<file path="src/rtl/wb_pkg.sv">
// Shared types and constants for the writeback port arbiter.
package wb_pkg;

    localparam int unsigned DATA_W_DEF  = 16;
    localparam int unsigned RADDR_W_DEF = 3;
    localparam int unsigned WAIT_CNT_W  = 4;

    typedef enum logic {
        MEM_PRI = 1'b0,
        ALU_PRI = 1'b1
    } arb_state_t;

endpackage

</file>
<file path="src/rtl/wb_starve_timer.sv">
// Tracks how long a pending ALU result has been losing arbitration and
// flips priority to the ALU once it has waited MAX_WAIT unheld cycles.
module wb_starve_timer
    import wb_pkg::*;
#(
    parameter int unsigned MAX_WAIT = 3
) (
    input  logic clock,
    input  logic reset,
    input  logic alu_valid,
    input  logic alu_granted,
    input  logic wb_hold,
    output logic alu_pri
);

    localparam logic [WAIT_CNT_W-1:0] WAIT_LIMIT = WAIT_CNT_W'(MAX_WAIT);
    localparam logic [WAIT_CNT_W-1:0] CNT_SAT    = '1;

    arb_state_t            state, state_next;
    logic [WAIT_CNT_W-1:0] wait_cnt, wait_cnt_next;

    // State and wait counter registers.
    always_ff @(posedge clock or posedge reset) begin
        if (reset) begin
            state    <= MEM_PRI;
            wait_cnt <= '0;
        end else begin
            state    <= state_next;
            wait_cnt <= wait_cnt_next;
        end
    end

    // Next-state: hold freezes everything, an ALU grant clears the wait,
    // and a losing ALU request counts up until priority is handed over.
    always_comb begin
        state_next    = state;
        wait_cnt_next = wait_cnt;
        if (!wb_hold) begin
            if (alu_granted) begin
                state_next    = MEM_PRI;
                wait_cnt_next = '0;
            end else if (alu_valid) begin
                if (wait_cnt != CNT_SAT) begin
                    wait_cnt_next = wait_cnt + WAIT_CNT_W'(1);
                end
                if ((state == MEM_PRI) && (wait_cnt_next >= WAIT_LIMIT)) begin
                    state_next = ALU_PRI;
                end
            end else if (state == ALU_PRI) begin
                state_next    = MEM_PRI;
                wait_cnt_next = '0;
            end
        end
    end

    assign alu_pri = (state == ALU_PRI);

endmodule

</file>
<file path="src/rtl/wb_port_arbiter.sv">
// Writeback port arbiter: grants the single register-file write port to
// either the load-return path or the ALU and registers the winning write.
module wb_port_arbiter
    import wb_pkg::*;
#(
    parameter int unsigned DATA_W       = DATA_W_DEF,
    parameter int unsigned RADDR_W      = RADDR_W_DEF,
    parameter int unsigned MAX_WAIT     = 3,
    parameter bit          ZERO_DISCARD = 1'b1
) (
    input  logic               clock,
    input  logic               reset,
    input  logic               wb_hold,
    input  logic               alu_valid,
    input  logic [RADDR_W-1:0] alu_rd,
    input  logic [DATA_W-1:0]  alu_data,
    output logic               alu_ready,
    input  logic               mem_valid,
    input  logic [RADDR_W-1:0] mem_rd,
    input  logic [DATA_W-1:0]  mem_data,
    output logic               mem_ready,
    output logic               rf_we,
    output logic [RADDR_W-1:0] rf_waddr,
    output logic [DATA_W-1:0]  rf_wdata,
    output logic               alu_forced
);

    logic               alu_pri;
    logic               xfer;
    logic               do_write;
    logic [RADDR_W-1:0] win_rd;
    logic [DATA_W-1:0]  win_data;

    wb_starve_timer #(
        .MAX_WAIT(MAX_WAIT)
    ) u_timer (
        .clock      (clock),
        .reset      (reset),
        .alu_valid  (alu_valid),
        .alu_granted(alu_ready),
        .wb_hold    (wb_hold),
        .alu_pri    (alu_pri)
    );

    // Grant: the prioritised producer wins whenever it is valid; at most one ready.
    always_comb begin
        alu_ready = 1'b0;
        mem_ready = 1'b0;
        if (!reset && !wb_hold) begin
            if (alu_pri) begin
                alu_ready = alu_valid;
                mem_ready = mem_valid & ~alu_valid;
            end else begin
                mem_ready = mem_valid;
                alu_ready = alu_valid & ~mem_valid;
            end
        end
    end

    // Winning write selection and register-0 discard.
    always_comb begin
        xfer     = alu_ready | mem_ready;
        win_rd   = alu_ready ? alu_rd   : mem_rd;
        win_data = alu_ready ? alu_data : mem_data;
        do_write = xfer && !(ZERO_DISCARD && (win_rd == '0));
    end

    // Output register: one-cycle write strobe, address/data hold otherwise.
    always_ff @(posedge clock or posedge reset) begin
        if (reset) begin
            rf_we      <= 1'b0;
            rf_waddr   <= '0;
            rf_wdata   <= '0;
            alu_forced <= 1'b0;
        end else begin
            rf_we      <= do_write;
            alu_forced <= alu_ready & alu_pri & mem_valid;
            if (do_write) begin
                rf_waddr <= win_rd;
                rf_wdata <= win_data;
            end
        end
    end

endmodule
</file>
<file path="config.mk">
export PLATFORM = sky130hd
export DESIGN_NAME = wb_port_arbiter
export DESIGN_NICKNAME = d
export VERILOG_FILES = /design/src/rtl/wb_pkg.sv /design/src/rtl/wb_starve_timer.sv /design/src/rtl/wb_port_arbiter.sv
export SDC_FILE = /design/constraint.sdc
export NUM_CORES = 1
export LEC_CHECK = 0
export ABC_AREA = 1
export BUFFER_PORTS_ARGS = -buffer_cell sky130_fd_sc_hd__buf_2
export CORE_UTILIZATION = 40
export DETAILED_ROUTE_END_ITERATION = 12
export HOLD_SLACK_MARGIN = 0.03
export PLACE_DENSITY_LB_ADDON = 0.2
export SLEW_MARGIN = 20
export SYNTH_ARGS = -nofsm -noshare
export SYNTH_HDL_FRONTEND = slang
export SYNTH_HIERARCHICAL = 1
export SYNTH_SLANG_ARGS = --single-unit
</file>
<file path="constraint.sdc">
create_clock -name clock -period 3.55 [get_ports clock]
set_clock_uncertainty 0.2 [all_clocks]
set_input_delay 0 -clock clock [delete_from_list [all_inputs] [get_ports clock]]
set_output_delay 0 -clock clock [all_outputs]
set_load 0.03 [all_outputs]
</file>
# After elaboration in Yosys (flattened, before gate mapping)
# Index checks and enable logic that the tools add are counted.
# totals
regBits	26
in_bits	43
output_inout_bits	23
wordCells	45
# op_classes
addsub	1
magnitude_cmp	1
n_eq_ne	2
n_mux	16
bitwise_logic	9
reduce_logical	10
# ops
operator	count
$mux W4	7
$mux W16	1
$mux W1	7
$add A4 B1 Y4 const B	1
$and A1 B1 Y1	4
$ge A4 B2 Y1 const B	1
$ne A4 B4 Y1 const B	1
$not A1 Y1	4
$reduce_and A2 Y1	2
$logic_and A1 B1 Y1	3
$logic_not A1 Y1	3
$logic_not A3 Y1	1
$mux W3	1
$ne A3 B1 Y1 const B	1
$reduce_bool A3 Y1	1
$or A1 B1 Y1	1

# Depth between registers and ports, before layout
# logic_depth
ltp_word	11
ltp_mapped	11
depth_no_buf	9

# By module
# The synthesis kept the hierarchy.
# modules_own_cells
mod	instances	cells_per_inst	area_per_inst_um2	seq_area_each_um2
wb_port_arbiter	1	164	1173.6	525.5
wb_starve_timer	1	42	311.5	125.1

# Worst setup path after synthesis
# Ideal clock, no wire load.
# synth_path
path_kind	register to register
startpoint	register u_timer.state, in the netlist u_timer/alu_pri
endpoint	register rf_wdata[10]
t_arrival_ns	1.543
required_time_ns	3.285
path_slack_ns	1.742
stages_incl_launch_ff	7
path_buffers	2
synth_period_minus_slack_ns	1.808
path_cell_list	dfrtp_1 > a21oi_1 > or2_1 > buf_6 > buf_6 > nand3_1 > nand2_1
# synth_between
elab_cells_between_ends	10
cone_classes	6 x mux; 1 x bitwise; 3 x reduce/logical
# synth_lines
element	line_no	text
start, declared	wb_starve_timer.sv:19	arb_state_t state, state_next;
start signal, assigned	wb_starve_timer.sv:28	state <= state_next;
$mux W1	wb_port_arbiter.sv:50	if (alu_pri) begin
$mux W1	wb_port_arbiter.sv:49	if (!reset && !wb_hold) begin
via mem_ready	wb_port_arbiter.sv:21	output logic mem_ready,
$or A1 B1 Y1	wb_port_arbiter.sv:62	xfer = alu_ready | mem_ready;
$logic_and A1 B1 Y1	wb_port_arbiter.sv:65	do_write = xfer && !(ZERO_DISCARD && (win_rd == '0));
end signal, assigned	wb_port_arbiter.sv:80	rf_wdata <= win_data;
end, declared	wb_port_arbiter.sv:24	output logic [DATA_W-1:0] rf_wdata,
# The timed path passes the listed nets, and every way through them passes these cells.
# A chain may end at the register's enable or synchronous reset.

# Worst setup path in the final report
# layout_path
startpoint	input wb_hold
endpoint	register rf_waddr[2]
# layout_between
elab_chain_cells	7
elab_cells_between_ends	9
cone_classes	3 x mux; 1 x bitwise; 5 x reduce/logical
# layout_rtl
element	line_no	text
start, declared	wb_port_arbiter.sv:13	input logic wb_hold,
$logic_not A1 Y1 *	-	
$logic_and A1 B1 Y1 *	wb_port_arbiter.sv:49	
$mux W1	wb_port_arbiter.sv:49	
$mux W3	wb_port_arbiter.sv:63	win_rd = alu_ready ? alu_rd : mem_rd;
$logic_not A3 Y1	wb_port_arbiter.sv:65	
$logic_not A1 Y1	wb_port_arbiter.sv:65	
$logic_and A1 B1 Y1	wb_port_arbiter.sv:65	
end signal, assigned	wb_port_arbiter.sv:79	rf_waddr <= win_rd;
end, declared	wb_port_arbiter.sv:23	output logic [RADDR_W-1:0] rf_waddr,
# Every way passes the cells marked *; elsewhere a longest branch is shown, timed or not.

==> results.cfg <==
[run_status]
outcome = complete, no violations

[drt]
wl_per_cell_um = 11.4
via_per_inst = 4.72
drtPass1Iterations = 4
drt_iter0_drc = 141
ant_nets = 0
postRouteWirelength_um = 4080
drt_drc_violations_left = 0
num_vias = 1685

[floorplanning]
initial_core_util = 0.431
die_x_um = 62.9
coreArea_um2 = 3440
die_h_um = 62.9
io_pins = 66
dieArea_um2 = 3960
rows = 21

[layout]
layout-drive-gt1-share = 0.248
nets = 356
diodes = 0
synthToLayoutAreaGrowth_pct = 54.2

[critical_path]
start_kind = primary input
critPathSlowestCell = or2_1
cp_data_arrival_time_ps = 3030
slowest_delay_ps = 600
path_class = primary input to register
crit_chain = dlygate4sd3_1 -> buf_2 -> nor2_4 -> nand3_2 -> inv_2 -> or2_1 -> nand3_1 -> dlygate4sd3_1 -> nand2_1
path_delay_family = buffers and inverters
cp_max_fo = 20
required_ps = 3570
crit_buf_inv = 4
end_kind = register
critPathMostFrequentCell = dlygate4sd3_1

[timing]
slew_headroom = 0.466
fmaxAchievable_mhz = 332
worst_pin_slew_ps = 801
rsz0062_at_grt = false
holdWs_ps = 26.2
finalHoldViolCount = 0
period_share = 0.849
setup_viol = 0
drv_slew = 0
final.min_clock_period_ps = 3010
setup-tns-final_ps = 0

[clock_tree]
cts-htree-levels = 1
holdBufCountCts = 44
clock-sinks = 26
clk_path_buf_depth = 2
clk_pin_slew_worst_paths_ps = 90
cts_resized = 0
cts_tree = built
clk_latency_ps = 270
cts_setup_buffers = 0
cts_buffers = 3
root_buffer = clkbuf_8

[synthesis]
ys_ff_latch = 26
ys_types = 22
synthesis.area_um2 = 1490
syn_avg_cell_area_um2 = 7.21
syn_inst = 206
ys_warn_count = 6
synth-seq-area-share = 0.438
syn_nets = 250

[run]
drv_cap = 0

[global_routing]
overflow = 0
grt_pass1_vias = 1628
grt_pass1_wl_um = 7000
grt_use_total = 0.222
grt_antenna_before_repair = 0
grt_max_degree = 22

[placed_design]
gp_congestion = 0.733
port_buffers = 65
dp_hpwl_um = 2590

[pwr]
powerDensity_nw_per_um2 = 526
ir_drop_mv = 0.399
leakagePower_nw = 1.32

[worst_hold_path]
hold_class = primary input to register
final timing paths:
kind	startpoint	end	slack [ps]	cells after the start
worst max-delay path	wb_hold	rf_waddr[2]$_DFFE_PP0P_	540	9
worst min-delay path	mem_rd[1]	rf_waddr[1]$_DFFE_PP0P_	30	7
worst max register to register	u_timer/alu_pri$_DFFE_PP0P_	rf_waddr[2]$_DFFE_PP0P_	570	8
worst min register to register	rf_wdata[9]$_DFFE_PP0P_	rf_wdata[9]$_DFFE_PP0P_	270	2
max in group asynchronous	reset	alu_forced$_DFF_PP0_	2390	3
min in group asynchronous	reset	rf_waddr[0]$_DFFE_PP0P_	260	3
state kept, by name, summed over array words and instances (netlist names):
register,cells
rf_wdata,16
u_timer/alu_pri,1
rf_waddr,3
rf_we,1
alu_forced,1
u_timer/wait_cnt,4
area by class of cell:
type / count / area [µm²]
Clock buffer: 4 / 55.1
Timing Repair Buffer: 109 / 766
Fill cell: 326 / 1150
Tap cell: 46 / 57.6
Sequential cell: 26 / 651
Inverter: 21 / 78.8
Multi-Input combinational cell: 151 / 682
Yosys cell counts:
library cell	number	area (µm²)
o21ai_2	1	8.76
nand2_1	103	387
buf_6	5	56.3
o22ai_1	4	25.0
nor2_4	1	11.3
nand3_2	1	10.0
a21boi_1	1	7.51
or2_0	1	6.26
nor2_1	2	7.51
inv_1	20	75.1
a21oi_1	3	15.0
ha_1	1	12.5
a21oi_2	1	8.76
dfrtp_1	26	651
or2_1	1	6.26
nand2_2	2	12.5
buf_4	1	7.51
buf_2	2	10.0
nand4_1	5	31.3
nand3_1	23	115
nand3_4	1	17.5
inv_2	1	3.75
power breakdown:
group	internal, mW	switching (mW)
Clock	0.0993	0.0919
Combinational	0.198	0.357
Sequential	0.395	0.0639
Total	0.692	0.513
metrics by stage:
step                      worst slack, ps  instance area, µm²   util  cells  power (mW)
after detailed placement              767                1790  0.521    309       0.970
after floorplan                      1740                1490      -    206       0.830
after global placement                864                1790  0.521    309       0.965
final                                 537                2290  0.665    357        1.21
after CTS                             594                2290  0.665    357        1.21
after global routing                  348                2290  0.665    357        1.30
cell families after synthesis:
logic type | Yosys count | synth area share
compound gates | 10 | 0.0438
fa+ha+maj | 1 | 0.00842
buf+inv | 29 | 0.103
flops | 26 | 0.438
simple gates | 140 | 0.407
worst reg2reg max path: cells and delay by family, from the launching register on:
| family | cells | cell delay [ps] |
|---|---|---|
| buf+inv | 3 | 1070 |
| flops | 1 | 410 |
| simple gates | 5 | 1240 |
cell usage in the layout (no fill, tap or decap), types with 2 or more instances in the layout:
master,count
nor2_1,2
nand2_2,2
nand2_1,103
buf_2,65
o22ai_1,4
dfrtp_1,26
nand4_1,5
inv_1,20
a21oi_1,3
nand3_1,23
clkbuf_8,4
dlygate4sd3_1,44
routing by layer:
| layer | GRT usage | part of all wire | wire, µm |
|---|---|---|---|
| met3 | 0.0401 | 0.055 | 226 |
| met4 | 0.0552 | 0.011 | 44 |
| met5 | 0 | 0 | 0 |
| met2 | 0.409 | 0.51 | 2070 |
| met1 | 0.261 | 0.43 | 1740 |
(Power assumes the default switching activity.)
